File: src/rtl/symbol_packer.sv
// Byte aligner/packer for the 2-bit mux stream: hunts for a comma symbol,
// then packs four MSB-first symbols per byte and strobes each completed byte.
module symbol_packer #(
    parameter logic [7:0] COMMA    = 8'hBC,
    parameter int         IDLE_MAX = 8
) (
    input  logic       clk,
    input  logic       reset_L,
    input  logic       valid_in,
    input  logic [1:0] data_in,
    output logic [7:0] data_out,
    output logic       valid_out,
    output logic       locked
);

    typedef enum logic [0:0] {
        SEARCH = 1'b0,
        LOCKED = 1'b1
    } state_t;

    state_t     state, state_n;
    logic [7:0] sr, sr_n;
    logic [2:0] fill, fill_n;
    logic [1:0] sym_cnt, sym_cnt_n;
    logic [3:0] idle_cnt, idle_cnt_n;
    logic [7:0] data_n;
    logic       valid_n;
    logic [7:0] nxt;

    assign nxt    = {sr[5:0], data_in};
    assign locked = (state == LOCKED);

    // State register plus all datapath registers, cleared asynchronously.
    always_ff @(posedge clk or negedge reset_L) begin
        if (!reset_L) begin
            state     <= SEARCH;
            sr        <= 8'h00;
            fill      <= 3'd0;
            sym_cnt   <= 2'd0;
            idle_cnt  <= 4'd0;
            data_out  <= 8'h00;
            valid_out <= 1'b0;
        end else begin
            state     <= state_n;
            sr        <= sr_n;
            fill      <= fill_n;
            sym_cnt   <= sym_cnt_n;
            idle_cnt  <= idle_cnt_n;
            data_out  <= data_n;
            valid_out <= valid_n;
        end
    end

    always_comb begin
        state_n    = state;
        sr_n       = sr;
        fill_n     = fill;
        sym_cnt_n  = sym_cnt;
        idle_cnt_n = idle_cnt;
        data_n     = data_out;
        valid_n    = 1'b0;

        if (valid_in) begin
            sr_n = nxt;
        end

        case (state)
            SEARCH: begin
                if (valid_in) begin
                    if ((fill >= 3'd3) && (nxt == COMMA)) begin
                        state_n    = LOCKED;
                        sym_cnt_n  = 2'd0;
                        idle_cnt_n = 4'd0;
                    end else if (fill < 3'd4) begin
                        fill_n = fill + 3'd1;
                    end
                end
            end
            LOCKED: begin
                // A comma landing on a byte boundary is swallowed silently.
                if (valid_in) begin
                    idle_cnt_n = 4'd0;
                    sym_cnt_n  = sym_cnt + 2'd1;
                    if ((sym_cnt == 2'd3) && (nxt != COMMA)) begin
                        data_n  = nxt;
                        valid_n = 1'b1;
                    end
                end else if (idle_cnt == 4'(IDLE_MAX - 1)) begin
                    state_n    = SEARCH;
                    fill_n     = 3'd0;
                    sym_cnt_n  = 2'd0;
                    idle_cnt_n = 4'd0;
                end else begin
                    idle_cnt_n = idle_cnt + 4'd1;
                end
            end
            default: begin
                state_n = SEARCH;
                fill_n  = 3'd0;
            end
        endcase
    end

endmodule
File: config.mk
export PLATFORM = sky130hd
export DESIGN_NAME = symbol_packer
export DESIGN_NICKNAME = d
export VERILOG_FILES = /design/src/rtl/symbol_packer.sv
export SDC_FILE = /design/constraint.sdc
export NUM_CORES = 1
export LEC_CHECK = 0
export ABC_AREA = 1
export CAP_MARGIN = 15
export CORE_ASPECT_RATIO = 1.4
export CORE_MARGIN = 4
export CORE_UTILIZATION = 35
export DETAILED_ROUTE_END_ITERATION = 7
export PLACE_DENSITY_LB_ADDON = 0.1
export SETUP_SLACK_MARGIN = 0.15
export SLEW_MARGIN = 20
export SYNTH_ARGS = -nofsm -noshare
export SYNTH_HDL_FRONTEND = slang
export SYNTH_SLANG_ARGS = --single-unit
export TNS_END_PERCENT = 10
File: constraint.sdc
create_clock -name clk -period 1.9 [get_ports clk]
set_clock_uncertainty 0.05 [all_clocks]
set_input_delay 0.57 -clock clk [delete_from_list [all_inputs] [get_ports clk]]
set_output_delay 0.57 -clock clk [all_outputs]
set_load 0.02 [all_outputs]
=== After elaboration in Yosys (flattened, before gate mapping) ===
Cells that the tools add are included.

* Bits in latches: 0
* Memory bits (read-only): 0
* Memory bits (writable): 0
* Input port bits: 5
* Register bits after elaboration: 25
* Word-level logic and storage cells: 54
* Memories: 0
* Output and inout port bits: 10

* Bitwise logic cells: 1
* Divide/modulo/power cells: 0
* Equality and inequality tests: 11
* Multiply operators: 0
* Shift operators: 0
* Reductions and logical operators: 6
* Multiplexer cells: 24
* Add/sub/neg operators: 3
* Magnitude comparators: 2

{| class="wikitable"
|+ Operators with widths
! kind !! count
|-
| $mux W4 || 4
|-
| $mux W3 || 5
|-
| $ne A2 B2 Y1 const B || 5
|-
| $eq A8 B8 Y1 const B || 1
|-
| $mux W2 || 4
|-
| $ne A8 B8 Y1 const B || 1
|-
| $pmux W4 S2 || 1
|-
| $mux W1 || 7
|-
| $pmux W3 S2 || 1
|-
| $reduce_and A3 Y1 || 2
|-
| $reduce_and A5 Y1 || 1
|-
| $add A4 B1 Y4 const B || 1
|-
| $eq A4 B3 Y1 const B || 1
|-
| $pmux W2 S2 || 1
|-
| $add A3 B1 Y3 const B || 1
|-
| $ge A3 B2 Y1 const B || 1
|-
| $lt A3 B3 Y1 const B || 1
|-
| $ne A3 B2 Y1 const B || 1
|-
| $add A2 B1 Y2 const B || 1
|-
| $eq A2 B2 Y1 const B || 1
|-
| $logic_and A1 B1 Y1 || 2
|-
| $ne A2 B1 Y1 const B || 1
|-
| $pmux W1 S2 || 1
|-
| $reduce_and A2 Y1 || 1
|-
| $not A1 Y1 || 1
|}

=== Logic depth before layout (Yosys ltp) ===
* Depth in word-level cells: 5
* Depth in mapped cells: 9
* Gate-level depth less buffers: 9

=== Worst setup path after synthesis ===
Ideal clock, no wire load.

* Path kind: input to register
* Start point: in data_in[0]
* End point: reg data_out[0]
* Slack: 0.540 ns
* Arrival time: 1.192 ns
* Data required time: 1.732 ns
* Buffers on the path: 1
* Setup time: 0.118 ns
* Stages: 7
* Cell sequence: inv_1 -> nand2_1 -> nor2_4 -> nand2_2 -> nand3_4 -> buf_12 -> o21ai_2

* Cells in the longest elaborated chain, start to end: 3

{| class="wikitable"
|+ Ends and longest elaborated chain
! element !! line !! source
|-
| start, declared || 10 || <nowiki>input logic [1:0] data_in,</nowiki>
|-
| $ne A8 B8 Y1 || 84 || <nowiki>if ((sym_cnt == 2'd3) && (nxt != COMMA)) begin</nowiki>
|-
| $logic_and A1 B1 Y1 || 84 ||
|-
| $reduce_and A3 Y1 (no source line) || n/a ||
|-
| end signal, assigned || 49 || <nowiki>data_out <= data_n;</nowiki>
|-
| end, declared || 11 || <nowiki>output logic [7:0] data_out,</nowiki>
|}

Several ways; a longest one is shown, not always the timed one.
A chain may end at the register's enable or synchronous reset.

=== Worst setup path in the final report ===
Ends and elaborated chain as after synthesis.

==> qor.txt <==
Pwr dens: 1230 mW/mm^2
Required time of the worst setup path: 2.00 ns
TritonCTS Buffers: 3
Crit path from: data_in[0]
Setup Buffers After CTS: 0
Clk sinks: 25
Worst Reg-to-Reg Cells: 8
Area of the die: 0.00462 mm^2
Sum Neg Setup Slack: 0 ns
Commonest non-fill, non-tap cell in the layout: nand2_1
Placer Congestion: 0.747
Clock latency at the later pin of the worst-skew pair: 0.26 ns
Max cap viols: 0
Die Y: 78.9 um
Area share of the largest cell type after synthesis: 49.9%
Largest area contributor in the synthesized netlist: dfrtp_1
Status: completed
Area of placed instances: 0.00148 mm^2
TritonCTS clock tree: built
VDD IR max: 0.000517 V
Crit end category: register
Max Root-Sink Buffers: 2
Initial Util: 36.8%
Unrepaired setup endpoints after global routing: false
Resized cells post-CTS: 1
Hold Fails Final Rpt: 0
Vias in the first global route: 971
Antenna Cells: 0
CP Cell Sequence: clkdlybuf4s50_1 -> inv_1 -> nand2_1 -> nor2_4 -> nand2_2 -> nand3_4 -> nand2_1 -> o21ai_2
Initial antenna violation count: 0
Worst min path class: register to register
ANT nets after route: 0
DRC: 0
Row count: 25
Most frequent cells in the layout: nand2_1 (36), dfrtp_1 (25), buf_4 (10), inv_1 (9), dlymetal6s2s_1 (9)
Hold path depth: 2
Nets: 167
Slew headroom: 78.3%
Pins Over Slew Limit: 0
Ys Warns: 0
Register area: 626 um^2
Mapped cell area: 0.00125 mm^2
CP Buf/Inv Count: 2
H-tree levels: 1
Worst flop-to-flop path startpoint: fill[0]$_DFFE_PN0P_
Worst reg2reg endpoint: idle_cnt[0]$_DFFE_PN0P_
CP Capture Point: data_out[0]$_DFFE_PN0P_
Clock-pin transition on the worst setup and hold timing paths: 0.09 ns
Slowest Stage Delay on Critical Path: 0.48 ns
Crit start category: primary input
Area taken by multi-input logic gates: 528 um^2
DR WL/cell: 11.6 um
Syn nets: 141
Critical Path Stages: 8
Max Freq: 608 MHz
Top cells by area, synth: dfrtp_1 (50%), nand2_1 (11%), o21ai_2 (5.6%)
Pleak: 0.873 nW
Crit path max-delay family: simple AND/OR/NAND/NOR gates
Finished Cell Area: 0.00155 mm^2
HPWL after DPL: 1.81 mm
Finished Core Util: 45.5%
First-pass GRT wire length: 4.20 mm
Drt pass-1 iters: 2
DR vias: 916
CP max-delay cell: clkdlybuf4s50_1
GRT Total Usage: 11.7%
DRT iter0 DRCs: 13
WS Path Type: primary input to register
FF+latch count, synth: 25
Grt total ovfl: 0
Post-Syn Area per Cell: 9.51 um^2
Syn Inst Count: 132
Core area: 0.00341 mm^2
Area Growth Syn to Fin: 23.6%
Largest net degree at the start of global routing: 26
Fillers: 335
R2R setup slack: 0.36 ns
Min Tclk post-route: 1.64 ns
Count of buffers from port buffering: 14
Die width: 58.6 um
Period Utilization, post-route: 86.6%
Setup violations, final: 0
CTS root buffer: clkbuf_8
Actual slew at the worst max-slew pin: 0.325 ns
CTS Hold Bufs: 0
Share of layout cells above drive strength 1: 27.4%
Unique masters post-synth: 27
Data arrival, critical path: 1.75 ns
Routed vias/inst: 4.65
Total Wirelength: 2.28 mm
Worst-path maximum fanout: 17
Critical Path Most Common Cell: nand2_1
Seq/Total Area, Yosys: 49.9%
Io pins: 15
-- worst min path at each step --
stage,startpoint,to,slack [ns]
floorplan,reset_L,data_out[0]$_DFFE_PN0P_,0.22
detailed placement,data_out[7]$_DFFE_PN0P_,data_out[7]$_DFFE_PN0P_,0.42
finish,data_out[1]$_DFFE_PN0P_,data_out[1]$_DFFE_PN0P_,0.43
global placement,sym_cnt[1]$_DFFE_PN0P_,sym_cnt[1]$_DFFE_PN0P_,0.41
global route,data_out[6]$_DFFE_PN0P_,data_out[6]$_DFFE_PN0P_,0.46
CTS,data_out[7]$_DFFE_PN0P_,data_out[7]$_DFFE_PN0P_,0.44
-- kinds of logic (layout without fill, tap and decap cells) --
family | Yosys count | count (layout) | share of synthesized area (%)
simple gates | 61 | 61 | 25.0
flops | 25 | 25 | 49.9
compound gates | 21 | 21 | 12.4
buf+inv | 20 | 45 | 8.08
fa+ha+maj | 4 | 4 | 3.99
xor+xnor | 1 | 1 | 0.698
-- worst min-delay path, cell delays in order (launching register included) --
cell	delay, ns
dfrtp_1	0.34
nand2_1	0.06
o21ai_2	0.05
-- flip-flops by register name, indices dropped and copies added (netlist names) --
signal / cells
data_out: 8
sr: 6
idle_cnt: 4
fill: 3
sym_cnt: 2
locked: 1
valid_out: 1
-- cell type report --
cell class,count,share of cell area (%)
clock inverter,1,0.323
clock buffer,3,2.66
multi-input combinational,87,34.0
sequential,25,40.3
inverter,17,4.19
tap,40,3.23
timing repair buffer,24,15.2
-- through the flow --
stage                     power (mW)  worst slack (ns)  hold slack (ns)  std cells
final                           1.91             0.255            0.431        197
after global routing            2.09             0.165            0.459        197
after CTS                       1.97            0.0227            0.443        197
after detailed placement        1.65           -0.0405            0.420        193
after global placement          1.63          -0.00950            0.414        193
after floorplan                 1.33             0.540            0.224        132
-- Yosys cell counts --
cell	instances
nor2_4	2
nand2_4	1
buf_12	1
a21oi_1	2
o21ai_4	1
nand3_1	8
xor2_1	1
buf_6	1
nand4_1	2
o21bai_2	1
nand3_4	2
or2_1	1
or2_0	1
ha_1	4
nor2_1	2
a31oi_1	2
inv_2	7
buf_2	1
dfrtp_1	25
or2_2	1
nand2_1	36
o21ai_2	8
clkinv_2	1
o21ai_1	7
nand2_2	4
inv_1	9
nor2_2	1
-- metal layers --
layer  vias up  track usage (%)  wire length, um
met1       428             12.7              897
met2        11             21.8             1290
met5         -                0                0
li1        475                -                -
met4         0             4.08               15
met3         2             2.11               83
-- where the power goes --
part / switching (mW) / internal (mW)
combinational: 0.438 / 0.344
clock: 0.164 / 0.146
sequential: 0.112 / 0.704
total: 0.715 / 1.19
Note: power is estimated with default switching activity, not from simulation.
